--- src/rtl/alu_exec_unit.sv ---
// Execution responder for the CPU control FSM: captures operands on en_in, computes
// single-cycle ops or an iterative shift-add multiply, then pulses en_out once.
//
// state | meaning
// IDLE  | waiting for en_in; operands captured on the start pulse
// EXEC  | single-cycle op; result registered on the exit edge
// MUL   | shift-add iterations, then one cycle to register the product
// DONE  | en_out high for exactly this cycle
module alu_exec_unit #(
   parameter int DW = 8,
   parameter int SW = 3
) (
   input  logic          clk,
   input  logic          rst,
   input  logic          en_in,
   input  logic [3:0]    alu_func,
   input  logic          alu_in_sel,
   input  logic [DW-1:0] rd_data,
   input  logic [DW-1:0] rs_data,
   input  logic [DW-1:0] offset,
   output logic [DW-1:0] alu_out,
   output logic          en_out,
   output logic          busy,
   output logic          zero
);

   localparam int CW = $clog2(DW) + 1;
   localparam logic [SW:0] DW_L = (SW+1)'(DW);

   typedef enum logic [1:0] {S_IDLE, S_EXEC, S_MUL, S_DONE} state_t;

   state_t          r_state, w_next;
   logic [DW-1:0]   r_a, r_b, r_acc, r_mcand, r_mplier;
   logic [3:0]      r_func;
   logic [CW-1:0]   r_cnt;
   logic [DW-1:0]   w_b_sel, w_result;
   logic [SW-1:0]   w_shamt;
   logic [SW:0]     w_rot_back;

   assign w_b_sel    = alu_in_sel ? rs_data : offset;
   assign w_shamt    = r_b[SW-1:0];
   // Right-shift by DW (amount 0) yields zero, so rotate-by-0 returns A unchanged.
   assign w_rot_back = DW_L - {1'b0, w_shamt};

   always_comb begin
      w_result = r_b;
      case (r_func)
         4'b0000: w_result = r_b;
         4'b0001: w_result = r_a + r_b;
         4'b0010: w_result = r_a - r_b;
         4'b0011: w_result = r_a & r_b;
         4'b0100: w_result = r_a | r_b;
         4'b0101: w_result = r_a << w_shamt;
         4'b0110: w_result = r_a >> w_shamt;
         4'b1000: begin
            if (r_a > r_b)       w_result = {{(DW-1){1'b0}}, 1'b1};
            else if (r_a == r_b) w_result = '0;
            else                 w_result = '1;
         end
         4'b1001: w_result = (r_a << w_shamt) | (r_a >> w_rot_back);
         4'b1010: w_result = r_a ^ r_b;
         default: w_result = r_b;
      endcase
   end

   always_comb begin
      w_next = r_state;
      case (r_state)
         S_IDLE:  if (en_in) w_next = (alu_func == 4'b0111) ? S_MUL : S_EXEC;
         S_EXEC:  w_next = S_DONE;
         S_MUL:   if (r_cnt == '0) w_next = S_DONE;
         S_DONE:  w_next = S_IDLE;
         default: w_next = S_IDLE;
      endcase
   end

   assign en_out = (r_state == S_DONE);
   assign busy   = (r_state != S_IDLE);

   always_ff @(posedge clk or negedge rst) begin
      if (!rst) begin
         r_state  <= S_IDLE;
         r_a      <= '0;
         r_b      <= '0;
         r_func   <= '0;
         r_acc    <= '0;
         r_mcand  <= '0;
         r_mplier <= '0;
         r_cnt    <= '0;
         alu_out  <= '0;
         zero     <= 1'b1;
      end else begin
         r_state <= w_next;
         case (r_state)
            S_IDLE: begin
               if (en_in) begin
                  r_a      <= rd_data;
                  r_b      <= w_b_sel;
                  r_func   <= alu_func;
                  r_acc    <= '0;
                  r_mcand  <= rd_data;
                  r_mplier <= w_b_sel;
                  r_cnt    <= CW'(DW);
               end
            end
            S_EXEC: begin
               alu_out <= w_result;
               zero    <= (w_result == '0);
            end
            S_MUL: begin
               // DW iteration cycles, then one terminal-count cycle that writes the product.
               if (r_cnt != '0) begin
                  if (r_mplier[0]) r_acc <= r_acc + r_mcand;
                  r_mcand  <= r_mcand << 1;
                  r_mplier <= r_mplier >> 1;
                  r_cnt    <= r_cnt - CW'(1);
               end else begin
                  alu_out <= r_acc;
                  zero    <= (r_acc == '0);
               end
            end
            default: ;
         endcase
      end
   end

endmodule

--- config.mk ---
export PLATFORM = sky130hd
export DESIGN_NAME = alu_exec_unit
export DESIGN_NICKNAME = d
export VERILOG_FILES = /design/src/rtl/alu_exec_unit.sv
export SDC_FILE = /design/constraint.sdc
export NUM_CORES = 1
export LEC_CHECK = 0
export CAP_MARGIN = 20
export CORE_ASPECT_RATIO = 1.2
export CORE_MARGIN = 2
export CORE_UTILIZATION = 40
export DETAILED_ROUTE_END_ITERATION = 7
export DONT_BUFFER_PORTS = 1
export MAX_ROUTING_LAYER = met4
export PLACE_DENSITY = 0.51
export REMOVE_ABC_BUFFERS = 1
export SLEW_MARGIN = 0
export SYNTH_ARGS = -nofsm -noshare
export SYNTH_HDL_FRONTEND = slang
export SYNTH_SLANG_ARGS = --single-unit
--- constraint.sdc ---
create_clock -name clk -period 5.36 [get_ports clk]
set_input_delay 0.804 -clock clk [delete_from_list [all_inputs] [get_ports clk]]
set_output_delay 0.804 -clock clk [all_outputs]
set_load 0.01 [all_outputs]
---- Word-level counts from Yosys, hierarchy flattened ----
Index checks and enable logic that the tools add are counted.
word-level totals
  register bits ........................... 59
  input bits .............................. 32
  output and inout port bits .............. 11
  logic and storage cells ................. 80
cells by class
  add/subtract/negate cells ............... 5
  $lt $le $gt $ge ......................... 1
  equal/unequal tests ..................... 19
  shift operators ......................... 3
  multiplexer cells ....................... 25
  bitwise operators ....................... 4
  reductions and logical operators ........ 13
operators with widths
  cell                                           count
  2-to-1 mux 8 bit                               11
  one-hot mux 8 bit (9 select lines)             1
  one-hot mux 8 bit (2 select lines)             4
  adder 8 bit                                    2
  == test 4 x 3 -> 1 bit, second input constant  4
  zero test 8 bit                                2
  OR 8 bit                                       2
  == test 4 bit, second input constant           3
  inequality test 2 bit, second input constant   5
  bitwise AND 8 bit                              1
  == test 4 x 2 -> 1 bit, second input constant  2
  == test 8 bit                                  1
  > comparator 8 bit                             1
  2-to-1 mux 4 bit                               2
  one-hot mux 2 bit (4 select lines)             1
  one-hot mux 4 bit (2 select lines)             1
  left shift 8 x 3 -> 8 bit                      1
  right shift 8 x 3 -> 8 bit                     1
  right shift 8 x 4 -> 8 bit                     1
  subtractor 8 bit                               1
  XOR 8 bit                                      1
  2-to-1 mux 2 bit                               3
  AND reduction 2 bit                            3
  nonzero test 2 bit                             3
  other kinds (12)                               13

---- Logic depth before layout (Yosys ltp) ----
Gate-level depths: netlist (run 1).
  word-level depth ........................ 6
  gate-level depth with buffers ........... 13
  mapped depth without buffers ............ 11

---- Least setup slack after synthesis (run 1) ----
No wires, ideal clock.
  path kind ............................... register to register
  from .................................... register r_b[1]
  to ...................................... register alu_out[6]
  arrival time ............................ 2.716 ns
  data required time ...................... 5.235 ns
  path slack .............................. 2.520 ns
  cell stages (with the launch flop) ...... 13
  buffers on the path ..................... 3
  path through ............................ dfrtp_1 > buf_4 > buf_4 > buf_4 > inv_1 > fa_1 > nor3b_1 > o31ai_1 > mux2i_1 > a2bb2oi_1 > a32o_1 > o21ai_1 > mux2_2
between the ends
  cells in the longest elaborated chain, start to end .. 5
  elaborated cells on any way between the ends .. 13
  those cells by class .................... add/sub (3); order compare (1); eq/ne (1); shift (3); mux (4); bitwise (1)
ends and longest elaborated chain
  what                                                            RTL line  source
  start, declared                                                 33        logic [DW-1:0] r_a, r_b, r_acc, r_mcand, r_mplier;
  start signal, assigned                                          98        r_b <= w_b_sel;
  subtractor 4 x 3 -> 4 bit or == test 8 bit (tied branches)      43, 57
  right shift 8 x 4 -> 8 bit or 2-to-1 mux 8 bit (tied branches)  60, 57
  OR 8 bit or 2-to-1 mux 8 bit (tied branches)                    60, 56
  one-hot mux 8 bit (9 select lines) (*)                          47        case (r_func)
  one-hot mux 8 bit (2 select lines) (*)                          94        case (r_state)
  end signal, assigned                                            107       alu_out <= w_result;
  end signal, assigned                                            118       alu_out <= r_acc;
  end, declared                                                   21        output logic [DW-1:0] alu_out,
Mark *: on every way between the ends. The rest lies on a longest branch, timed or not.
A chain may end at the register's enable or synchronous reset.

---- Final worst setup path (run 1) ----
  from .................................... register r_b[0]
  to ...................................... register zero
between the ends
  cells in the longest elaborated chain, start to end .. 6
  elaborated cells on any way between the ends .. 17
  those cells by class .................... add/sub (3); order compare (1); eq/ne (1); shift (3); mux (4); bitwise (4); reduce/logical (1)
ends and longest elaborated chain
  what                                                            RTL line  source
  subtractor 4 x 3 -> 4 bit or == test 8 bit (tied branches)      43, 57
  right shift 8 x 4 -> 8 bit or 2-to-1 mux 8 bit (tied branches)  60, 57
  OR 8 bit or 2-to-1 mux 8 bit (tied branches)                    60, 56
  one-hot mux 8 bit (9 select lines) (*)                          47
  zero test 8 bit (*)                                             108       zero <= (w_result == '0);
  one-hot mux 1 bit (2 select lines) (*)                          94
  end signal, assigned                                            108
  end signal, assigned                                            119       zero <= (r_acc == '0);
  end, declared                                                   24        output logic zero
Marked as above.

==> out/results.tsv, run 1 <==
metric	value	unit
synth_cell_types	88	
drc	0	
relSlewSlack	38.61	%
hold_viol	0	
crit_required	5600	ps
synth_adder_area_share	10.08	%
clockRootBuffer	clkbuf_16	
worstPathArrival	3820	ps
final_cell_mix	dfrtp_1, nand2_1, ha_1	
die-area	14220	um2
final-setup-viol-count	0	
gr-total-overflow	0	
utilization	43.39	%
skew	6.529	ps
muxShareOfSynthArea	13.95	%
multi_input_area	3531	um2
final_nets	639	
numCtsBuffers	9	
die_x	109.2	um
cp-end-kind	register	
syn_inst	589	
rsz0062_at_grt	no	
min_period	3580	ps
antenna_found_initial	0	
synth_top_family_by_area	compound AO/OA/AOI/OAI gates	
rows	46	
clk_latency	330	ps
die_y	130.2	um
post-route-period-util	66.79	%
numClockSinks	59	
clk_pin_slew	50	ps
syn_area	5311	um2
drt-total-wl	16.07	mm
fin_tns_setup	0	ps
worst_pin_slew	920.9	ps
portBuffers	0	
critical_path_peak_fanout	10	
crit_chain	inv_1 > ha_1 > xnor2_2 > o31ai_1 > nor2_1 > o32ai_1 > a2111oi_1 > nand3_1 > o31ai_2	
ys_ff_latch	59	
drv_slew	0	
antenna_cells	0	
syn_avg_cell_area	9.018	um2
synth_edf_count	0	
seqCellArea	1478	um2
pre_cts_slack	1842	ps
ys_warn_count	0	
drt-wirelength-per-cell	21.74	um
synth-simple-area-share	17.95	%
critPathLaunchType	register	
coreArea	13120	um2
synth_xor_xnor_area_share	2.615	%
synthFlopType	dfrtp_1	
status	complete, no violations	
grt_max_degree	60	
dr.pass1.iters	5	
cts_hold_buf	0	
via_per_inst	6.231	
grt_pass1_wl	25.17	mm
initial_core_util	40.47	%
area_growth	7.208	%
drt_iter0_markers	243	
fill_cells	1324	
synth_seq_area_share	27.82	%
place_hpwl	11.91	mm
critPathSlowestCell	a2111oi_1	
vias	4605	
max_cap_viol_count	0	
boundaryPins	43	
clockBufferDepth	2	
track_usage	24.16	%
cts_setup_buffers	0	
cts_resized	0	
htree_levels	3	
synth-compound-area-share	21.77	%
hp-class	in2async	
drtAntennaViolNets	0	
ys_async_sr_fraction	100.0	%
place_congestion	0.9785	
layout_commonest_cell	dfrtp_1	
fmax	279.3	MHz
cts_tree	done	
first_global_vias	4519	
timing.final.ws_setup	1780	ps
drive_gt1_share	11.56	%
slowest_delay	720	ps
crit_type	reg2reg	
kinds of logic (layout without fill, tap and decap cells):
family,after synthesis,in the layout
adders and majority gates,41,41
xor gates and xnor gates,15,15
buffers and inverters,70,52
muxes,61,61
DFF,59,59
AOI/OAI and AO/OA,163,163
and+or+nand+nor,180,180
synthesized netlist by cell type, types with 4 or more instances:
| cell type | instances | area (um2) |
|---|---|---|
| clkbuf_1 | 20 | 75.07 |
| nand3_1 | 9 | 45.04 |
| nand3b_1 | 7 | 52.55 |
| nor2b_1 | 7 | 43.79 |
| a31oi_1 | 4 | 25.02 |
| nor3_1 | 9 | 45.04 |
| nand4_1 | 4 | 25.02 |
| mux2i_1 | 32 | 320.3 |
| nand2b_1 | 13 | 81.33 |
| o41ai_1 | 4 | 35.03 |
| nor3b_1 | 9 | 67.56 |
| buf_2 | 10 | 50.05 |
| o21ai_0 | 36 | 180.2 |
| ha_1 | 38 | 475.5 |
| o21bai_1 | 4 | 30.03 |
| o211ai_1 | 6 | 45.04 |
| mux4_2 | 7 | 157.7 |
| buf_1 | 4 | 15.01 |
| a21oi_1 | 28 | 140.1 |
| a22o_1 | 11 | 96.34 |
| a41oi_1 | 4 | 35.03 |
| mux2_2 | 20 | 225.2 |
| inv_1 | 28 | 105.1 |
| xnor2_1 | 9 | 78.83 |
| o21ai_1 | 9 | 45.04 |
| nand2_1 | 56 | 210.2 |
| xor2_1 | 5 | 43.79 |
| nor2_1 | 32 | 120.1 |
| a21o_1 | 4 | 30.03 |
| dfrtp_1 | 58 | 1451 |
| buf_4 | 4 | 30.03 |
| o31ai_1 | 4 | 30.03 |
| nor4_1 | 9 | 56.30 |
path summary, 6_finish.rpt:
| path | depth (start not counted) | from | endpoint | slack (ps) |
|---|---|---|---|---|
| max | 9 | r_b[0]$_DFFE_PN0P_ | zero$_DFFE_PN1P_ | 1780 |
| min | 0 | rst | r_cnt[0]$_DFFE_PN0P_ | 170 |
| max reg2reg | 9 | r_b[0]$_DFFE_PN0P_ | zero$_DFFE_PN1P_ | 1780 |
| min reg2reg | 2 | r_mplier[7]$_DFFE_PN0P_ | r_mplier[7]$_DFFE_PN0P_ | 480 |
| max in group asynchronous | 0 | rst | zero$_DFFE_PN1P_ | 5000 |
| min in group clk | 2 | r_mplier[7]$_DFFE_PN0P_ | r_mplier[7]$_DFFE_PN0P_ | 480 |
layer usage:
layer	global-route usage, %	up-vias	routed length [um]
li1	-	2151	-
met1	29.67	2226	6507
met2	38.44	174	7876
met3	3.996	54	918
met4	11.99	0	763
met5	-	-	0
metrics by stage:
step | instance area [um2] | std cells | hold slack [ps]
2_1_floorplan | 5115 | 549 | 441.3
3_3_place_gp | 5369 | 722 | 464.6
3_5_place_dp | 5369 | 722 | 475.4
4_1_cts | 5683 | 738 | 152.4
5_1_grt | 5694 | 739 | 149.5
6_report | 5694 | 739 | 166.6
registers in the layout, indices dropped and copies added (netlist names):
name,cells
r_b,8
zero,1
r_cnt,4
r_mcand,8
r_mplier,8
r_acc,8
r_func,4
r_state,2
alu_out,8
r_a,8
cell type report:
class / instances / share of cell area [%]
Tap cell: 168 / 3.692
Clock buffer: 12 / 4.680
Clock inverter: 4 / 0.8350
Multi-Input combinational cell: 460 / 62.01
Timing Repair Buffer: 6 / 0.8570
Sequential cell: 59 / 25.95
Inverter: 30 / 1.978
critical path, delay by kind of cell, from the launching register on:
family	cells	cell delay [ps]
simple gates	2	370
compound gates	4	1260
flops	1	630
fa+ha+maj	1	410
buf+inv	1	330
xor+xnor	1	480
Power of run 1 is left out: the tool's default activity adds up to more than one toggle a clock period on the data nets, which glitch-free logic cannot reach.
==> run 2: changes to the inputs <==
- clock period: 5.36 -> 3.65 ns (I/O delays scaled with it)
==> run 2 against run 1 <==
Against the previous run: cell count up 2.0%; worst hold slack got worse by 100 ps; via count decreased by 0.48%; count of clock-buffer cells in the layout unchanged; global-route usage up 0.051 points; flip-flop and latch count is the same; register-to-register slack got worse by 1100 ps; final area rose by 1.5%.
==> out/results.tsv, run 2 (synthesis results as in run 1) <==
metric	value	unit	change
hp-class	in2async		
fill_cells	1314		-0.76%
critical_path_peak_fanout	8		-2
drt-total-wl	15.89	mm	-1.1%
vias	4583		-0.48%
worst_pin_slew	867.8	ps	-53.13 ps
drv_slew	0		unchanged
whs	62.22	ps	-104.4 ps
fmax	335.6	MHz	+20%
antenna_cells	0		unchanged
drive_gt1_share	13.48	%	+1.9 points
cts_setup_buffers	0		unchanged
seqCellArea	1478	um2	unchanged
clk_latency	330	ps	about the same
place_hpwl	12.24	mm	+2.8%
hold_viol	0		unchanged
post-route-period-util	81.65	%	+15 points
rr_startpoint	r_b[0]$_DFFE_PN0P_		
clk_pin_slew	50	ps	about the same
cts_tree	done		
final-setup-viol-count	0		unchanged
cp-end-kind	register		
final_area	5782	um2	+1.5%
placed_area	5482	um2	+2.1%
final_nets	654		+2.3%
crit_type	reg2reg		
initial_core_util	40.47	%	unchanged
area_growth	8.858	%	
max_cap_viol_count	0		unchanged
drc	0		unchanged
htree_levels	3		unchanged
numCtsBuffers	9		unchanged
clockBufferDepth	2		unchanged
die-area	14220	um2	unchanged
dr.pass1.iters	5		unchanged
rsz0062_at_grt	no		
utilization	44.06	%	+0.67 points
die_y	130.2	um	unchanged
place_congestion	0.9827		+0.43%
boundaryPins	43		unchanged
relSlewSlack	41.33	%	+2.7 points
clockRootBuffer	clkbuf_16		
crit_required	3890	ps	-1710 ps
status	complete, no violations		
first_global_vias	4712		+4.3%
cts_resized	0		unchanged
critPathLaunch	r_b[0]$_DFFE_PN0P_		
numClockSinks	59		unchanged
rrSetupSlack	670	ps	-1110 ps
track_usage	24.21	%	+0.051 points
gr-total-overflow	0		unchanged
drtAntennaViolNets	0		unchanged
via_per_inst	6.078		-2.5%
drt_iter0_markers	240		-1.2%
grt_pass1_wl	25.41	mm	+0.96%
portBuffers	0		unchanged
min_period	2980	ps	-599.9 ps
fin_tns_setup	0	ps	unchanged
grt_max_degree	59		-1.7%
skew	5.717	ps	-0.8114 ps
coreArea	13120	um2	unchanged
rows	46		unchanged
drt-wirelength-per-cell	21.07	um	-3.1%
critPathLaunchType	register		
multi_input_area	3531	um2	unchanged
final_cell_mix	dfrtp_1, nand2_1, ha_1		
worstPathArrival	3220	ps	-600 ps
die_x	109.2	um	unchanged
antenna_found_initial	0		unchanged
layout_commonest_cell	dfrtp_1		
==> run 2: cell type report <==
cell class / count / share of cell area (%)
Clock inverter: 4 / 0.4544
Inverter: 30 / 1.948
Multi-Input combinational cell: 460 / 61.07
Timing Repair Buffer: 21 / 3.073
Tap cell: 168 / 3.636
Sequential cell: 59 / 25.56
Clock buffer: 12 / 4.263
==> run 2: repair_timing <==
action                                  4_1_cts  5_1_grt
hold endpoints to repair                     58        0
endpoints found under the setup margin        0        0
hold buffers                                  1        0
==> run 2: per-layer routing <==
layer	track usage (%)	vias to the layer above	part of all wire (%)
met3	4.995	46	5.3
li1	-	2182	-
met5	-	-	0
met4	10.80	0	3.9
met1	27.95	2205	40
met2	40.48	150	51
==> run 2: final timing paths <==
path | to | depth (start not counted)
worst max-delay path | zero$_DFFE_PN1P_ | 9
worst min-delay path | zero$_DFFE_PN1P_ | 0
worst max register to register | zero$_DFFE_PN1P_ | 9
worst min register to register | r_mplier[3]$_DFFE_PN0P_ | 2
max in group asynchronous | alu_out[0]$_DFFE_PN0P_ | 1
min in group clk | r_mcand[0]$_DFFE_PN0P_ | 1
==> run 2: worst max-delay path, stage by stage (launching register included) <==
cell and delay (ps):
dfrtp_1 530, ha_1 290, fa_1 420, mux2_1 290
and3_1 190, a221oi_1 200, o21ai_1 140, nor4_1 440
nand3_1 180, o31ai_2 220
==> run 2: per-stage QoR <==
| stage | setup WS [ps] | std cells |
|---|---|---|
| 2_1_floorplan | 63.03 | 549 |
| 3_3_place_gp | 691.5 | 737 |
| 3_5_place_dp | 695.1 | 737 |
| 4_1_cts | 673.1 | 754 |
| 5_1_grt | 449.4 | 754 |
| 6_report | 669.9 | 754 |
Power of run 2 is left out for the same reason.
